$ cat config.mk
export PLATFORM = sky130hd
export DESIGN_NAME = seq_det_ctrl
export DESIGN_NICKNAME = d
export VERILOG_FILES = /design/src/rtl/seq_det_ctrl.sv
export SDC_FILE = /design/constraint.sdc
export NUM_CORES = 1
export LEC_CHECK = 0
export CAP_MARGIN = 20
export CORE_UTILIZATION = 40
export DETAILED_ROUTE_END_ITERATION = 8
export GPL_TIMING_DRIVEN = 1
export SETUP_SLACK_MARGIN = 0.3
export SKIP_LAST_GASP = 1
export SYNTH_ARGS = -nofsm -noshare
export SYNTH_HDL_FRONTEND = slang
export SYNTH_SLANG_ARGS = --single-unit
export TNS_END_PERCENT = 100
$ cat constraint.sdc
create_clock -name clk -period 3.4 [get_ports clk]
set_clock_uncertainty 0.1 [all_clocks]
set_input_delay 0.85 -clock clk [delete_from_list [all_inputs] [get_ports clk]]
set_output_delay 0.85 -clock clk [all_outputs]
set_load 0.05 [all_outputs]
$ cat src/rtl/seq_det_ctrl.sv
// Programmable nibble-sequence detector: config-port pattern/length, valid/ready
// stream input, non-overlapping match pulses, saturating match count, partial-match timeout.
module seq_det_ctrl #(
    parameter int DW      = 4,
    parameter int MAX_LEN = 6,
    parameter int TO_CYC  = 16,
    parameter int CNT_W   = 8
) (
    input  logic             clk,
    input  logic             rst,
    input  logic             cfg_we,
    input  logic [2:0]       cfg_idx,
    input  logic [DW-1:0]    cfg_data,
    input  logic             cfg_len_we,
    input  logic [2:0]       cfg_len,
    input  logic             start,
    input  logic             stop,
    input  logic [DW-1:0]    din,
    input  logic             din_valid,
    output logic             din_ready,
    output logic             match,
    output logic             timeout,
    output logic             cfg_err,
    output logic             busy,
    output logic [CNT_W-1:0] match_cnt
);

    localparam int         TW      = $clog2(TO_CYC + 1);
    localparam logic [2:0] MAX_IDX = 3'(MAX_LEN);
    localparam logic [TW-1:0] TO_LAST = TW'(TO_CYC - 1);

    typedef enum logic [0:0] {
        IDLE = 1'b0,
        SCAN = 1'b1
    } state_e;

    state_e           state_q;
    logic [DW-1:0]    pat_q [MAX_LEN];
    logic [2:0]       len_q;
    logic [2:0]       idx_q;
    logic [TW-1:0]    timer_q;
    logic [CNT_W-1:0] cnt_q;
    logic             match_q;
    logic             timeout_q;
    logic             cfg_err_q;
    logic             busy_q;

    logic accept;
    logic hit;
    logic last;
    logic first_hit;

    always_comb begin
        din_ready = (state_q == SCAN) & ~stop;
        accept    = din_valid & din_ready;
        hit       = (din == pat_q[idx_q]);
        first_hit = (din == pat_q[0]);
        last      = (idx_q == (len_q - 3'd1));
    end

    always_ff @(posedge clk) begin
        if (rst) begin
            state_q   <= IDLE;
            pat_q     <= '{default: '0};
            len_q     <= '0;
            idx_q     <= '0;
            timer_q   <= '0;
            cnt_q     <= '0;
            match_q   <= 1'b0;
            timeout_q <= 1'b0;
            cfg_err_q <= 1'b0;
            busy_q    <= 1'b0;
        end else begin
            match_q   <= 1'b0;
            timeout_q <= 1'b0;
            cfg_err_q <= 1'b0;
            unique case (state_q)
                IDLE: begin
                    if (cfg_we) begin
                        if (cfg_idx < MAX_IDX) pat_q[cfg_idx] <= cfg_data;
                        else                   cfg_err_q <= 1'b1;
                    end
                    if (cfg_len_we) begin
                        if ((cfg_len != 3'd0) && (cfg_len <= MAX_IDX)) len_q <= cfg_len;
                        else                                           cfg_err_q <= 1'b1;
                    end
                    // start is qualified by the length held before this edge
                    if (start) begin
                        if (len_q == 3'd0) begin
                            cfg_err_q <= 1'b1;
                        end else begin
                            state_q <= SCAN;
                            busy_q  <= 1'b1;
                            idx_q   <= '0;
                            timer_q <= '0;
                            cnt_q   <= '0;
                        end
                    end
                end
                SCAN: begin
                    if (cfg_we || cfg_len_we) cfg_err_q <= 1'b1;
                    if (stop) begin
                        state_q <= IDLE;
                        busy_q  <= 1'b0;
                        idx_q   <= '0;
                        timer_q <= '0;
                    end else if (accept) begin
                        timer_q <= '0;
                        if (hit && last) begin
                            match_q <= 1'b1;
                            idx_q   <= '0;
                            if (cnt_q != '1) cnt_q <= cnt_q + CNT_W'(1);
                        end else if (hit) begin
                            idx_q <= idx_q + 3'd1;
                        end else if (first_hit && (len_q == 3'd1)) begin
                            match_q <= 1'b1;
                            idx_q   <= '0;
                            if (cnt_q != '1) cnt_q <= cnt_q + CNT_W'(1);
                        end else if (first_hit) begin
                            idx_q <= 3'd1;
                        end else begin
                            idx_q <= '0;
                        end
                    end else if (idx_q != 3'd0) begin
                        if (timer_q == TO_LAST) begin
                            timeout_q <= 1'b1;
                            idx_q     <= '0;
                            timer_q   <= '0;
                        end else begin
                            timer_q <= timer_q + TW'(1);
                        end
                    end
                end
                default: begin
                    state_q <= IDLE;
                    busy_q  <= 1'b0;
                end
            endcase
        end
    end

    assign match     = match_q;
    assign timeout   = timeout_q;
    assign cfg_err   = cfg_err_q;
    assign busy      = busy_q;
    assign match_cnt = cnt_q;

endmodule

==> results of run 1 <==
-- power groups by stage --
stage                     clock (mW)  combinational, mW  sequential (mW)
after floorplan                    0              0.108            0.606
after global placement             0              0.176            0.602
after detailed placement           0              0.177            0.602
after CTS                      0.382              0.178            0.589
after global routing           0.400              0.193            0.591
final                          0.368              0.177            0.589
-- area by class of cell --
class / instances / share of cell area, %
multi-input cells: 223 / 49.18
flip-flops and latches: 48 / 30.91
well taps: 77 / 3.099
repair buffers: 40 / 12.64
clock buffers: 7 / 3.099
inverters: 9 / 1.087
-- registers in the layout, indices dropped and copies added (netlist names) --
signal	cells
cfg_err	1
match	1
len_q	3
busy	1
timer_q	5
match_cnt	8
state_q	1
idx_q	3
pat_q	24
timeout	1
-- kinds of logic after synthesis --
group | count (synthesis) | synth area share, %
xor gates and xnor gates | 22 | 7.386
muxes | 42 | 16.16
buffers and inverters | 23 | 4.556
AOI/OAI and AO/OA | 44 | 11.42
DFF | 48 | 36.83
adders and majority gates | 7 | 3.357
and+or+nand+nor | 108 | 20.29
-- per-layer routing --
metal | global-route usage [%] | share of wire [%] | vias up
met5 | 0 | 0 | -
met4 | 7.414 | 1.4 | 0
met3 | 3.736 | 3.2 | 8
met2 | 27.95 | 47 | 35
met1 | 21.14 | 48 | 990
li1 | - | - | 1081
-- Yosys cell counts (all sizes together) (6+ instances only) --
cell    instances
dfxtp          48
nor2           44
mux2i          41
xnor2          21
nand2          18
a21oi          15
nand3          11
clkbuf          9
inv             9
ha              7
o21ai           6
-- cell usage in the layout (no fill, tap or decap), types with 9 or more instances in the layout --
master,count
a21oi_1,13
mux2i_1,41
nor2_1,44
inv_1,9
nand3_1,11
xnor2_1,21
dfxtp_1,48
clkdlybuf4s50_1,32
nand2_1,18
-- worst reg2reg max path, stage by stage, from the launching register on --
cell and delay [ns]:
dfxtp_1 0.71, mux2i_1 0.32, xnor2_1 0.09, o22ai_1 0.15, a21oi_1 0.10, nor4_4 0.34
buf_4 0.21, mux2_2 0.34, a21oi_1 0.15, a31o_2 0.11
-- worst paths after layout --
check                 endpoint  slack [ns]
setup / recovery  match_cnt[6]        0.59
hold / removal            busy        0.37
setup reg to reg  match_cnt[6]        0.74
hold reg to reg           busy        0.37
-- per-stage QoR --
step | setup WS (ns) | instances | instance area (um2) | total power [mW] | hold slack, ns
after floorplan | 0.6423 | 294 | 2609 | 0.7149 | 0.3396
after global placement | 0.3359 | 397 | 3013 | 0.7776 | 0.3516
after detailed placement | 0.2640 | 397 | 3013 | 0.7791 | 0.3559
after CTS | 0.5817 | 404 | 3109 | 1.149 | 0.3682
after global routing | 0.4137 | 404 | 3109 | 1.184 | 0.3897
final | 0.5873 | 404 | 3109 | 1.134 | 0.3689
==> impl_metrics.toml, run 1 <==
[synthesis]
syn_nets = 322
synth_top_area_cell = "dfxtp_1"
netlist_instances = 294
ys.flop_type = "dfxtp_1"
yosysWarnings = 0
ys_seq_area_share_pct = 36.83
netlist_area_um2 = 2609
synth_top_area_share_pct = 36.83
avgSynthCellArea_um2 = 8.873
synth_seq_cells = 48
yosysUniqueCellTypes = 43
async_flop_share_pct = 0
ys_top_cells_by_area = "dfxtp_1, mux2i_1, xnor2_1"
synth_edf_count = 0

[floorplanning]
initial_core_util_pct = 41.32
die_y_um = 82.76
rows = 29
io_pins = 34
die_x_um = 82.76
dieArea_um2 = 6849
coreArea_um2 = 6314

[run]
cap_violations = 0

[clock_network]
clk_pin_slew_ns = 0.09
clock-sinks = 48
cts_resized = 0
cts_hold_buf = 0
cts_buffer_depth = 2
cts_buffers = 5
cts_tree = "yes"
postCtsSetupBuffers = 0
clkLatencyLatePin_ns = 0.30
cts.htree.levels = 2
root_buffer = "clkbuf_8"

[cells_and_area]
drive_gt1_share_pct = 7.339
fillers = 640
syn_to_final_growth_pct = 19.18
antenna_cells = 0
multi_input_area_um2 = 1529
nets = 355
utilization_pct = 49.25
register_area_um2 = 960.9

[worst_setup_path]
critical-path-slowest-cell = "clkdlybuf4s50_1"
cp.required_ns = 3.56
cpMostUsedCell = "a21oi_1"
critPathBufInv = 2
critPathCaptureType = "flip-flop"
cp.depth = 9
worst_setup_path_start_kind = "input pin"
r2r_start = "idx_q[1]"
worst_ep_arrival_time_ns = 2.97
crit_start = "din[3]"
crit_chain = "clkdlybuf4s50_1 -> xnor2_1 -> o22ai_1 -> a21oi_1 -> nor4_4 -> buf_4 -> mux2_2 -> a21oi_1 -> a31o_2"
critPathTopFamily = "buffers and inverters"
cp_max_fo = 8
critPathMaxStageDelay_ns = 0.59
reg2reg_depth = 9
worstSetupPathType = "input pin to flip-flop"

[drt]
postRouteAntennaNets = 0
drt_pre_antenna_iters = 4
vias = 2114
via_per_inst = 5.233
wirelength_mm = 5.556
dr.first_iter.drc_count = 64
drc = 0
routedWlPerCell_um = 13.75

[sta]
drv_slew = 0
setup_violations = 0
fin_crit_sh_pct = 82.73
min_period_ns = 2.813
finalSetupTns_ns = 0
rsz0062_at_grt = "no"
finalHoldViolCount = 0
timing.fmax_mhz = 355.5
slew_headroom_pct = 59.97
tightest_slew_ns = 0.5996

[placement]
hpwl_mm = 4.148
port_buffers = 33
globalplace.congestion = 0.8751

[power]
p_leak_nw = 1.167
clock_power_share_pct = 32.5
switching_share_pct = 25.97
max-vdd-ir-drop_v = 0.0002017
power_density_nw_per_um2 = 364.7
comb_power_share_pct = 15.6
power_switching_mw = 0.2945
seqPwrFrac_pct = 51.9
p_int_mw = 0.8394

[hold_path]
holdPathStages = 2
min-delay-start = "busy"
holdCritPathClass = "flip-flop to flip-flop"

[global_route]
grt-ovfl-total = 0
grt_pass1_vias = 1913
grt_max_degree = 31
antenna_found_initial = 0
grt_pass1_wl_mm = 8.707
grt_usage_pct = 16.98

[outcome]
status = "completed"
(Power assumes the default switching activity.)
==> inputs of run 2 (changes only) <==
==> constraint.sdc (replaced) <==
create_clock -name clk -period 2.7 [get_ports clk]
set_clock_uncertainty 0.1 [all_clocks]
set_input_delay 0.675 -clock clk [delete_from_list [all_inputs] [get_ports clk]]
set_output_delay 0.675 -clock clk [all_outputs]
set_load 0.05 [all_outputs]
==> impl_metrics.toml, run 2 (synthesized netlist as in run 1, its figures left out) <==
[clock_network]
cts_buffers = 5
cts.htree.levels = 2
cts_tree = "yes"
clock-sinks = 48
root_buffer = "clkbuf_8"
cts_buffer_depth = 2
cts_hold_buf = 0
clk_pin_slew_ns = 0.10
clkLatencyLatePin_ns = 0.31

[floorplanning]
initial_core_util_pct = 41.32
dieArea_um2 = 6849
io_pins = 34
die_y_um = 82.76
die_x_um = 82.76
rows = 29
coreArea_um2 = 6314

[worst_setup_path]
reg2reg_to = "match_cnt[5]"
worstSetupPathType = "flip-flop to flip-flop"
worst_ep_arrival_time_ns = 2.49
critPathBufInv = 3
reg2reg_slack_ns = 0.32
critPathMaxStageDelay_ns = 0.37
critical-path-slowest-cell = "dfxtp_4"
worst_setup_path_start_kind = "flip-flop"
cp_max_fo = 8
cp.required_ns = 2.81
critPathTopFamily = "compound AO/OA/AOI/OAI gates"
r2r_start = "idx_q[1]"
reg2reg_depth = 11
cpMostUsedCell = "buf_4"
critPathCaptureType = "flip-flop"
crit_chain = "buf_12 -> mux2i_2 -> xnor2_1 -> o22ai_1 -> a21oi_1 -> nor4_4 -> buf_4 -> buf_4 -> o32ai_1 -> a21o_1 -> o31ai_2"

[cells_and_area]
final_common_cell = "dfxtp_1"
drive_gt1_share_pct = 17.34
nets = 373
antenna_cells = 0
mostFrequentLayoutCells = "dfxtp_1, nor2_1, mux2i_1"
syn_to_final_growth_pct = 29.30
final_area_um2 = 3373
regMostFlops = "pat_q"
fillers = 601
largest_reg_flops = 24

[sta]
timing.fmax_mhz = 419.8
worst_slack_ns = 0.3181
rsz0062_at_grt = "yes"
slew_headroom_pct = 65.38
tightest_slew_ns = 0.5177
setup_violations = 0
drv_slew = 0
min_period_ns = 2.382
fin_crit_sh_pct = 88.22
finalHoldViolCount = 0

[placement]
hpwl_mm = 4.234
globalplace.congestion = 0.7799
placed_area_um2 = 3117
pre_cts_slack_ns = -0.2037
port_buffers = 33

[run]
cap_violations = 0

[power]
p_leak_nw = 1.320
max-vdd-ir-drop_v = 0.0003127
power_density_nw_per_um2 = 454.1

[global_route]
grt_pass1_wl_mm = 9.397
grt-ovfl-total = 0
grt_usage_pct = 18.30
grt_pass1_vias = 1980
antenna_found_initial = 0
grt_max_degree = 31

[drt]
via_per_inst = 5.170
wirelength_mm = 5.984
vias = 2187
drt_pre_antenna_iters = 4
dr.first_iter.drc_count = 93
drc = 0
postRouteAntennaNets = 0
routedWlPerCell_um = 14.15

[hold_path]
hold_end = "timer_q[4]"
holdPathStages = 1
holdCritPathClass = "flip-flop to flip-flop"
min-delay-start = "timer_q[4]"

[outcome]
status = "completed"
==> run 2: layout make-up <==
class / count / area (um2) / share of cell area (%)
inverter: 9 / 33.78 / 1.001
multi-input combinational: 223 / 1610 / 47.74
sequential: 48 / 968.4 / 28.71
clock inverter: 3 / 47.55 / 1.409
timing repair buffer: 58 / 548.0 / 16.25
tap: 77 / 96.34 / 2.856
clock buffer: 5 / 68.82 / 2.040
==> run 2: how the worst max path moves through the flow <==
stage | endpoint | slack, ns | cells after the start | from
after floorplan | match_cnt[4] | 0.18 | 9 | din[2]
after global placement | match_cnt[6] | -0.16 | 9 | din[2]
after detailed placement | match_cnt[5] | -0.20 | 9 | din[2]
after CTS | din_ready | 0.31 | 5 | stop
after global routing | match_cnt[5] | 0.18 | 10 | len_q[0]
final | match_cnt[5] | 0.32 | 11 | idx_q[1]
==> run 2: through the flow <==
step	utilization [%]	instances	power (mW)	setup TNS, ns	hold slack [ns]
final	53.43	423	1.532	0	0.3708
after global placement	49.37	408	0.9970	-1.077	0.3536
after global routing	53.43	423	1.598	0	0.3929
after detailed placement	49.37	408	0.9983	-1.320	0.3629
after CTS	51.37	416	1.545	0	0.3759
after floorplan	-	294	0.9039	0	0.3396
==> run 2: where the power goes <==
| part | switching [mW] | leakage, nW | total (mW) | internal (mW) |
|---|---|---|---|---|
| Combinational | 0.131 | 0.871 | 0.249 | 0.117 |
| Clock | 0.267 | 0.0583 | 0.546 | 0.279 |
| Sequential | 0.0127 | 0.390 | 0.737 | 0.724 |
| Total | 0.411 | 1.32 | 1.53 | 1.12 |
==> run 2: what timing repair did <==
| action | CTS | global route |
|---|---|---|
| endpoints found under the setup margin | 12 | 12 |
| resized for setup | 9 | 20 |
| gates cloned | 0 | 2 |
| endpoints found under the hold margin | 0 | 0 |
| pin swaps | 0 | 8 |
| setup buffers | 0 | 5 |
==> run 2: per-layer routing <==
metal | up-vias | GRT usage [%] | routed length (um)
met3 | 8 | 3.516 | 206
met2 | 39 | 28.11 | 2658
met4 | 0 | 6.897 | 84
li1 | 1126 | - | -
met1 | 1014 | 25.15 | 3035
met5 | - | 0 | 0
==> run 2: worst register-to-register path, delay by kind of cell (launching register included) <==
family                    cells  cell delay, ns
xor gates and xnor gates      1            0.15
and+or+nand+nor               1            0.09
buffers and inverters         3            0.43
muxes                         1            0.27
AOI/OAI and AO/OA             5            0.88
DFF                           1            0.37
